<file path="config.mk">
export PLATFORM = sky130hd
export DESIGN_NAME = spi_request_scheduler
export DESIGN_NICKNAME = d
export VERILOG_FILES = /design/src/rtl/spi_request_scheduler.sv
export SDC_FILE = /design/constraint.sdc
export NUM_CORES = 1
export LEC_CHECK = 0
export CAP_MARGIN = 20
export CORE_MARGIN = 1
export CORE_UTILIZATION = 40
export CTS_CLUSTER_SIZE = 10
export DETAILED_ROUTE_END_ITERATION = 8
export GPL_TIMING_DRIVEN = 0
export PLACE_DENSITY = 0.66
export SLEW_MARGIN = 20
export SYNTH_ARGS = -nofsm -noshare
export SYNTH_HDL_FRONTEND = slang
export SYNTH_SLANG_ARGS = --single-unit
</file>
<file path="constraint.sdc">
create_clock -name clk -period 3.6 [get_ports clk]
set_input_delay 0.36 -clock clk [delete_from_list [all_inputs] [get_ports clk]]
set_output_delay 0.36 -clock clk [all_outputs]
set_load 0.05 [all_outputs]
</file>
<file path="src/rtl/spi_request_scheduler.sv">
// Periodic request sequencer for the SPI sin-index reader: issues start pulses,
// dispatches returned samples to per-UART slots, and recovers the reader on timeout.
module spi_request_scheduler #(
    parameter int PERIOD_CYCLES  = 2500,
    parameter int TIMEOUT_CYCLES = 200,
    parameter int RESET_CYCLES   = 4,
    parameter int NUM_UARTS      = 3
) (
    input  logic                    clk,
    input  logic                    reset,
    input  logic                    enable,
    output logic                    start_transfer,
    output logic                    spi_reset,
    input  logic                    data_valid,
    input  logic [11:0]             sin_index,
    input  logic [3:0]              uart_id,
    output logic [12*NUM_UARTS-1:0] ch_sin_index,
    output logic [NUM_UARTS-1:0]    ch_update,
    output logic                    err_timeout,
    output logic                    err_bad_id,
    output logic                    missed_tick,
    output logic [7:0]              timeout_count,
    output logic [7:0]              bad_id_count,
    output logic                    busy
);

    localparam int PW = $clog2(PERIOD_CYCLES);
    localparam int TW = $clog2(TIMEOUT_CYCLES + 1);
    localparam int RW = $clog2(RESET_CYCLES + 1);

    localparam logic [PW-1:0] PERIOD_LAST  = PW'(PERIOD_CYCLES - 1);
    localparam logic [TW-1:0] TIMEOUT_LAST = TW'(TIMEOUT_CYCLES - 1);
    localparam logic [RW-1:0] RESET_LAST   = RW'(RESET_CYCLES - 1);
    localparam logic [3:0]    NUM_ID       = 4'(NUM_UARTS);

    typedef enum logic [1:0] {
        IDLE,
        REQUEST,
        WAIT_DATA,
        RECOVER
    } state_t;

    state_t          state;
    state_t          next_state;
    logic [PW-1:0]   period_cnt;
    logic [TW-1:0]   timeout_cnt;
    logic [RW-1:0]   recover_cnt;
    logic            dv_prev;
    logic            tick;
    logic            dv_rise;
    logic            id_ok;
    logic            timeout_hit;
    logic            accept;

    assign tick        = (period_cnt == PERIOD_LAST);
    assign dv_rise     = data_valid & ~dv_prev;
    assign id_ok       = (uart_id < NUM_ID);
    assign timeout_hit = (timeout_cnt == TIMEOUT_LAST);
    assign accept      = (state == WAIT_DATA) && dv_rise;

    always_ff @(posedge clk or posedge reset) begin
        if (reset) begin
            state <= IDLE;
        end else begin
            state <= next_state;
        end
    end

    // A data edge in the final wait cycle takes priority over the timeout.
    always_comb begin
        next_state = state;
        case (state)
            IDLE:      if (tick && enable) next_state = REQUEST;
            REQUEST:   next_state = WAIT_DATA;
            WAIT_DATA: begin
                if (dv_rise) begin
                    next_state = IDLE;
                end else if (timeout_hit) begin
                    next_state = RECOVER;
                end
            end
            RECOVER:   if (recover_cnt == RESET_LAST) next_state = IDLE;
            default:   next_state = IDLE;
        endcase
    end

    always_ff @(posedge clk or posedge reset) begin
        if (reset) begin
            period_cnt  <= '0;
            timeout_cnt <= '0;
            recover_cnt <= '0;
            dv_prev     <= 1'b0;
        end else begin
            dv_prev <= data_valid;

            if (!enable || tick) begin
                period_cnt <= '0;
            end else begin
                period_cnt <= period_cnt + 1'b1;
            end

            if (state == REQUEST) begin
                timeout_cnt <= '0;
            end else if (state == WAIT_DATA) begin
                timeout_cnt <= timeout_cnt + 1'b1;
            end

            if (state == RECOVER) begin
                recover_cnt <= recover_cnt + 1'b1;
            end else begin
                recover_cnt <= '0;
            end
        end
    end

    // Control outputs are registered from next_state so they align with the state register.
    always_ff @(posedge clk or posedge reset) begin
        if (reset) begin
            start_transfer <= 1'b0;
            spi_reset      <= 1'b0;
            busy           <= 1'b0;
            err_timeout    <= 1'b0;
            err_bad_id     <= 1'b0;
            missed_tick    <= 1'b0;
            timeout_count  <= '0;
            bad_id_count   <= '0;
            ch_update      <= '0;
            ch_sin_index   <= '0;
        end else begin
            start_transfer <= (next_state == REQUEST);
            spi_reset      <= (next_state == RECOVER);
            busy           <= (next_state != IDLE);
            err_timeout    <= (state == WAIT_DATA) && !dv_rise && timeout_hit;
            err_bad_id     <= accept && !id_ok;
            missed_tick    <= tick && (state != IDLE);

            if ((state == WAIT_DATA) && !dv_rise && timeout_hit && (timeout_count != 8'hFF)) begin
                timeout_count <= timeout_count + 8'd1;
            end
            if (accept && !id_ok && (bad_id_count != 8'hFF)) begin
                bad_id_count <= bad_id_count + 8'd1;
            end

            ch_update <= '0;
            for (int k = 0; k < NUM_UARTS; k++) begin
                if (accept && (uart_id == 4'(k))) begin
                    ch_update[k]            <= 1'b1;
                    ch_sin_index[k*12 +: 12] <= sin_index;
                end
            end
        end
    end

endmodule
</file>
Yosys cells after proc, flatten, opt, wreduce, memory -nomap -nowiden
Index checks and enable logic that the tools add are counted.
Storage, ports and cells
  register bits after elaboration: 87
  output and inout port bits: 61
Cells by class
  add/sub/neg operators: 5
  muxes and demuxes: 12
  equality and inequality tests: 12
  order comparisons: 1
  bitwise operators: 2
  reductions and logical operators: 20
Operator list (count)
  $add A8 B1 Y8 const B: 3
  $mux W8: 2
  $ne A8 B8 Y1 const B: 2
  $add A12 B1 Y12 const B: 1
  $eq A12 B12 Y1 const B: 1
  $mux W12: 1
  $logic_and A1 B1 Y1: 11
  $eq A8 B8 Y1 const B: 1
  $mux W2: 4
  $pmux W2 S4: 1
  $eq A2 B2 Y1 const B: 3
  $reduce_bool A2 Y1: 3
  $eq A2 B1 Y1 const B: 2
  $eq A4 B1 Y1 const B: 1
  $eq A4 B2 Y1 const B: 1
  $logic_not A4 Y1: 1
  $lt A4 B2 Y1 const B: 1
  $add A3 B1 Y3 const B: 1
  $eq A3 B2 Y1 const B: 1
  $logic_not A1 Y1: 3
  $mux W1: 3
  $mux W3: 1
  $logic_not A2 Y1: 1
  $and A1 B1 Y1: 1
  2 further kinds: 2

Longest topological paths before layout
  depth after elaboration: 6
  depth in mapped cells: 7
  gate-level depth less buffers: 6

Least setup slack after synthesis
No wires, ideal clock.
  kind: register to register
  start: register state[0]
  end: register ch_sin_index[0]
  period minus slack after synthesis: 1881 ps
  stages on the path, launching flop included: 8
  data required time: 3475 ps
  setup slack: 1719 ps
  buffers on the path: 1
  setup time: 125 ps
  arrival: 1756 ps
  cells stage by stage: dfrtp_1 inv_1 ha_1 nand3b_1 nor3_2 nor3b_4 buf_6 mux2_2
Between the ends
  word-level cells in the longest chain between the ends: 3
RTL lines
  start, declared: line 43  | state_t state;
  start signal, assigned: line 65  | state <= next_state;
  $eq A2 B2 Y1: line 59  | assign accept = (state == WAIT_DATA) && dv_rise;
  $logic_and A1 B1 Y1: line 59
  $logic_and A1 B1 Y1: line 146  | if (accept && (uart_id == 4'(k))) begin
  end signal, assigned by index: line 148  | ch_sin_index[k*12 +: 12] <= sin_index;
  end, declared: line 17  | output logic [12*NUM_UARTS-1:0] ch_sin_index,
Every way passes these cells.
A chain may end at the register's enable or synchronous reset.

Worst setup path in the final report
  start: register state[0]
  end: register ch_sin_index[3]
The elaborated chain is that of the path after synthesis.

==> results.sh <==
export IMPL_grt_total_usage_pct=15.7
export IMPL_routabilityCongestion=0.785
export IMPL_slew_headroom_pct=63.8
export IMPL_via_per_inst=5.14
export IMPL_ir_drop_uv=202
export IMPL_synth_edff_count=0
export IMPL_synthFlopType="dfrtp_1"
export IMPL_clk_pin_slew_worst_paths_ns=0.09
export IMPL_met2_usage_pct=25.2
export IMPL_crit_type="flop to flop"
export IMPL_drtIter0Drc=86
export IMPL_overflow=0
export IMPL_grt_antenna_before_repair=0
export IMPL_grt_pass1_wl_um=12000
export IMPL_worst_pin_slew_ns=0.541
export IMPL_fin_skew_ns=0.0106
export IMPL_start_util_pct=42.0
export IMPL_use_met3_pct=3.12
export IMPL_dieHeight_um=98.6
export IMPL_yosysWarningCount=0
export IMPL_portBuffers=80
export IMPL_ctsResizeCount=0
export IMPL_yosys_register_bits=87
export IMPL_hold_slack_ns=0.405
export IMPL_grt_max_degree=50
export IMPL_design_core_area_mm2=0.00889
export IMPL_drt_wl_total_um=7130
export IMPL_cp_required_ns=3.83
export IMPL_timing_fmax_ghz=0.461
export IMPL_syn_cell_area_mm2=0.00373
export IMPL_yosysSeqAreaShare_pct=58.3
export IMPL_pre_cts_slack_ns=1.34
export IMPL_dp_hpwl_um=5180
export IMPL_yosysUniqueCellTypes=42
export IMPL_cts_setup_buffers=0
export IMPL_multi_input_area_mm2=0.00150
export IMPL_area_delta_synth_final_pct=30.8
export IMPL_nNetsFinal=416
export IMPL_cts_tree="done"
export IMPL_area_sequential_mm2=0.00218
export IMPL_worst_setup_path_end_kind="flop"
export IMPL_p_leak_nw=2.22
export IMPL_hp_class="input pin to async pin"
export IMPL_rsz0062_at_grt="false"
export IMPL_setup_violations=0
export IMPL_grt_busiest_layer="met2"
export IMPL_finalCriticalPeriod_ns=2.17
export IMPL_maxCapViolCount=0
export IMPL_use_met1_pct=20.7
export IMPL_async_flop_share_pct=100
export IMPL_die_x_um=98.6
export IMPL_cts_sinks=87
export IMPL_syn_nets=324
export IMPL_hold_viol_final=0
export IMPL_crit_fanout=10
export IMPL_ant_nets=0
export IMPL_numCtsBuffers=9
export IMPL_num_rows=34
export IMPL_pwr_density_cell_mw_per_mm2=554
export IMPL_r2r_slack_ns=1.43
export IMPL_fin_crit_sh_pct=60.2
export IMPL_clockBufferDepth=2
export IMPL_drt_first_pass_iters=4
export IMPL_final_fill_count=758
export IMPL_io_pins=81
export IMPL_cp_arrival_ns=2.40
export IMPL_antenna_cells=0
export IMPL_drv_slew=0
export IMPL_cts_hold_buf=0
export IMPL_post_drt_wl_per_cell_um=14.3
export IMPL_stdcell_area_mm2=0.00488
export IMPL_die_area_mm2=0.00973
export IMPL_fin_ws_ns=1.43
export IMPL_syn_area_per_cell_um2=12.7
export IMPL_status="finished, final reports clean"
export IMPL_drc=0
export IMPL_synthCells=294
export IMPL_root_buffer="clkbuf_8"
export IMPL_grt_pass1_vias=2496
export IMPL_clock_latency_ns=0.35
export IMPL_vias=2566
export IMPL_htree_levels=3
export IMPL_fin_tns_setup_ns=0
export IMPL_p_total_mw=2.71
export IMPL_critPathLaunchType="flop"
export IMPL_placed_area_mm2=0.00470
export IMPL_drive_gt1_share_pct=17.1
-- cell families after synthesis --
kind of cell / Yosys count / synth area share, %
AO/OA/AOI/OAI: 21 / 3.75
XOR/XNOR: 26 / 6.10
adder cells (fa/ha/maj): 10 / 3.35
buffers and inverters: 14 / 1.68
flip-flops: 87 / 58.3
multiplexers: 39 / 11.8
AND/OR/NAND/NOR: 97 / 15.1
-- sequential cells by signal (all words and copies together), names as in the netlist, 2 cells and up --
signal,flops
recover_cnt,3
timeout_cnt,8
period_cnt,12
timeout_count,8
bad_id_count,8
ch_sin_index,36
ch_update,3
state,2
-- placed cells by master, fill, tap and decap left out, types with 5 or more instances in the layout --
cell type / n
nand4_1: 12
clkbuf_8: 10
and3_1: 6
xor2_1: 7
nand3_1: 11
inv_1: 9
ha_1: 10
mux2_2: 39
nand2_1: 11
nor2_1: 20
xnor2_1: 19
and2_1: 5
nor3_1: 7
dfrtp_1: 87
clkdlybuf4s50_1: 80
a21oi_1: 5
-- metal layers --
metal  share of wire, %  wire length (µm)
met5                  0                 0
met4                1.3                96
met3                4.0               283
met2                 46              3310
met1                 48              3440
-- layout make-up --
class / instances / area share [%]
Sequential cell: 87 / 44.6
Multi-Input combinational cell: 193 / 30.6
Timing Repair Buffer: 81 / 17.0
Clock buffer: 10 / 2.82
Tap cell: 108 / 2.77
Clock inverter: 6 / 0.922
Inverter: 10 / 0.820
Buffer: 4 / 0.512
-- power by group --
group / internal [mW] / switching (mW) / total, mW
Sequential: 1.11 / 0.0971 / 1.20
Clock: 0.272 / 0.348 / 0.620
Combinational: 0.333 / 0.551 / 0.884
Total: 1.71 / 0.996 / 2.71
-- critical path: stages, from the launching register on --
cell	delay, ns
dfrtp_1	0.44
inv_1	0.10
ha_1	0.24
nand3b_1	0.18
nor3_2	0.20
nor3b_4	0.34
buf_6	0.21
mux2_2	0.34
-- per-stage QoR --
step / util [%] / instances
after floorplan: - / 294
after global placement: 52.5 / 482
after detailed placement: 52.9 / 483
after CTS: 54.9 / 499
after global routing: 54.9 / 499
final: 54.9 / 499
-- worst paths after layout --
kind / depth (start not counted) / start / endpoint
max: 7 / state[0] / ch_sin_index[3]
min: 2 / reset / missed_tick
max reg2reg: 7 / state[0] / ch_sin_index[3]
min reg2reg: 1 / recover_cnt[0] / recover_cnt[0]
max in group asynchronous: 3 / reset / timeout_count[5]
min in group clk: 1 / recover_cnt[0] / recover_cnt[0]
-- Yosys cell counts, drive strengths merged (2+ instances only) --
cell | count | share of area, %
a21oi | 5 | 0.67
a31oi | 2 | 0.33
and2 | 5 | 0.84
and3 | 6 | 1.0
and4 | 2 | 0.47
buf | 3 | 0.57
dfrtp | 87 | 58
ha | 10 | 3.4
inv | 10 | 1.0
mux2 | 39 | 12
nand2 | 11 | 1.1
nand2b | 2 | 0.33
nand3 | 11 | 1.5
nand3b | 3 | 0.60
nand4 | 13 | 2.3
nor2 | 21 | 2.2
nor2b | 4 | 0.67
nor3 | 8 | 1.2
nor3b | 2 | 0.70
nor4 | 4 | 0.67
nor4b | 2 | 0.80
o21ai | 4 | 0.54
o2bb2ai | 2 | 0.47
xnor2 | 19 | 4.5
xor2 | 7 | 1.6
(Power assumes the default switching activity.)
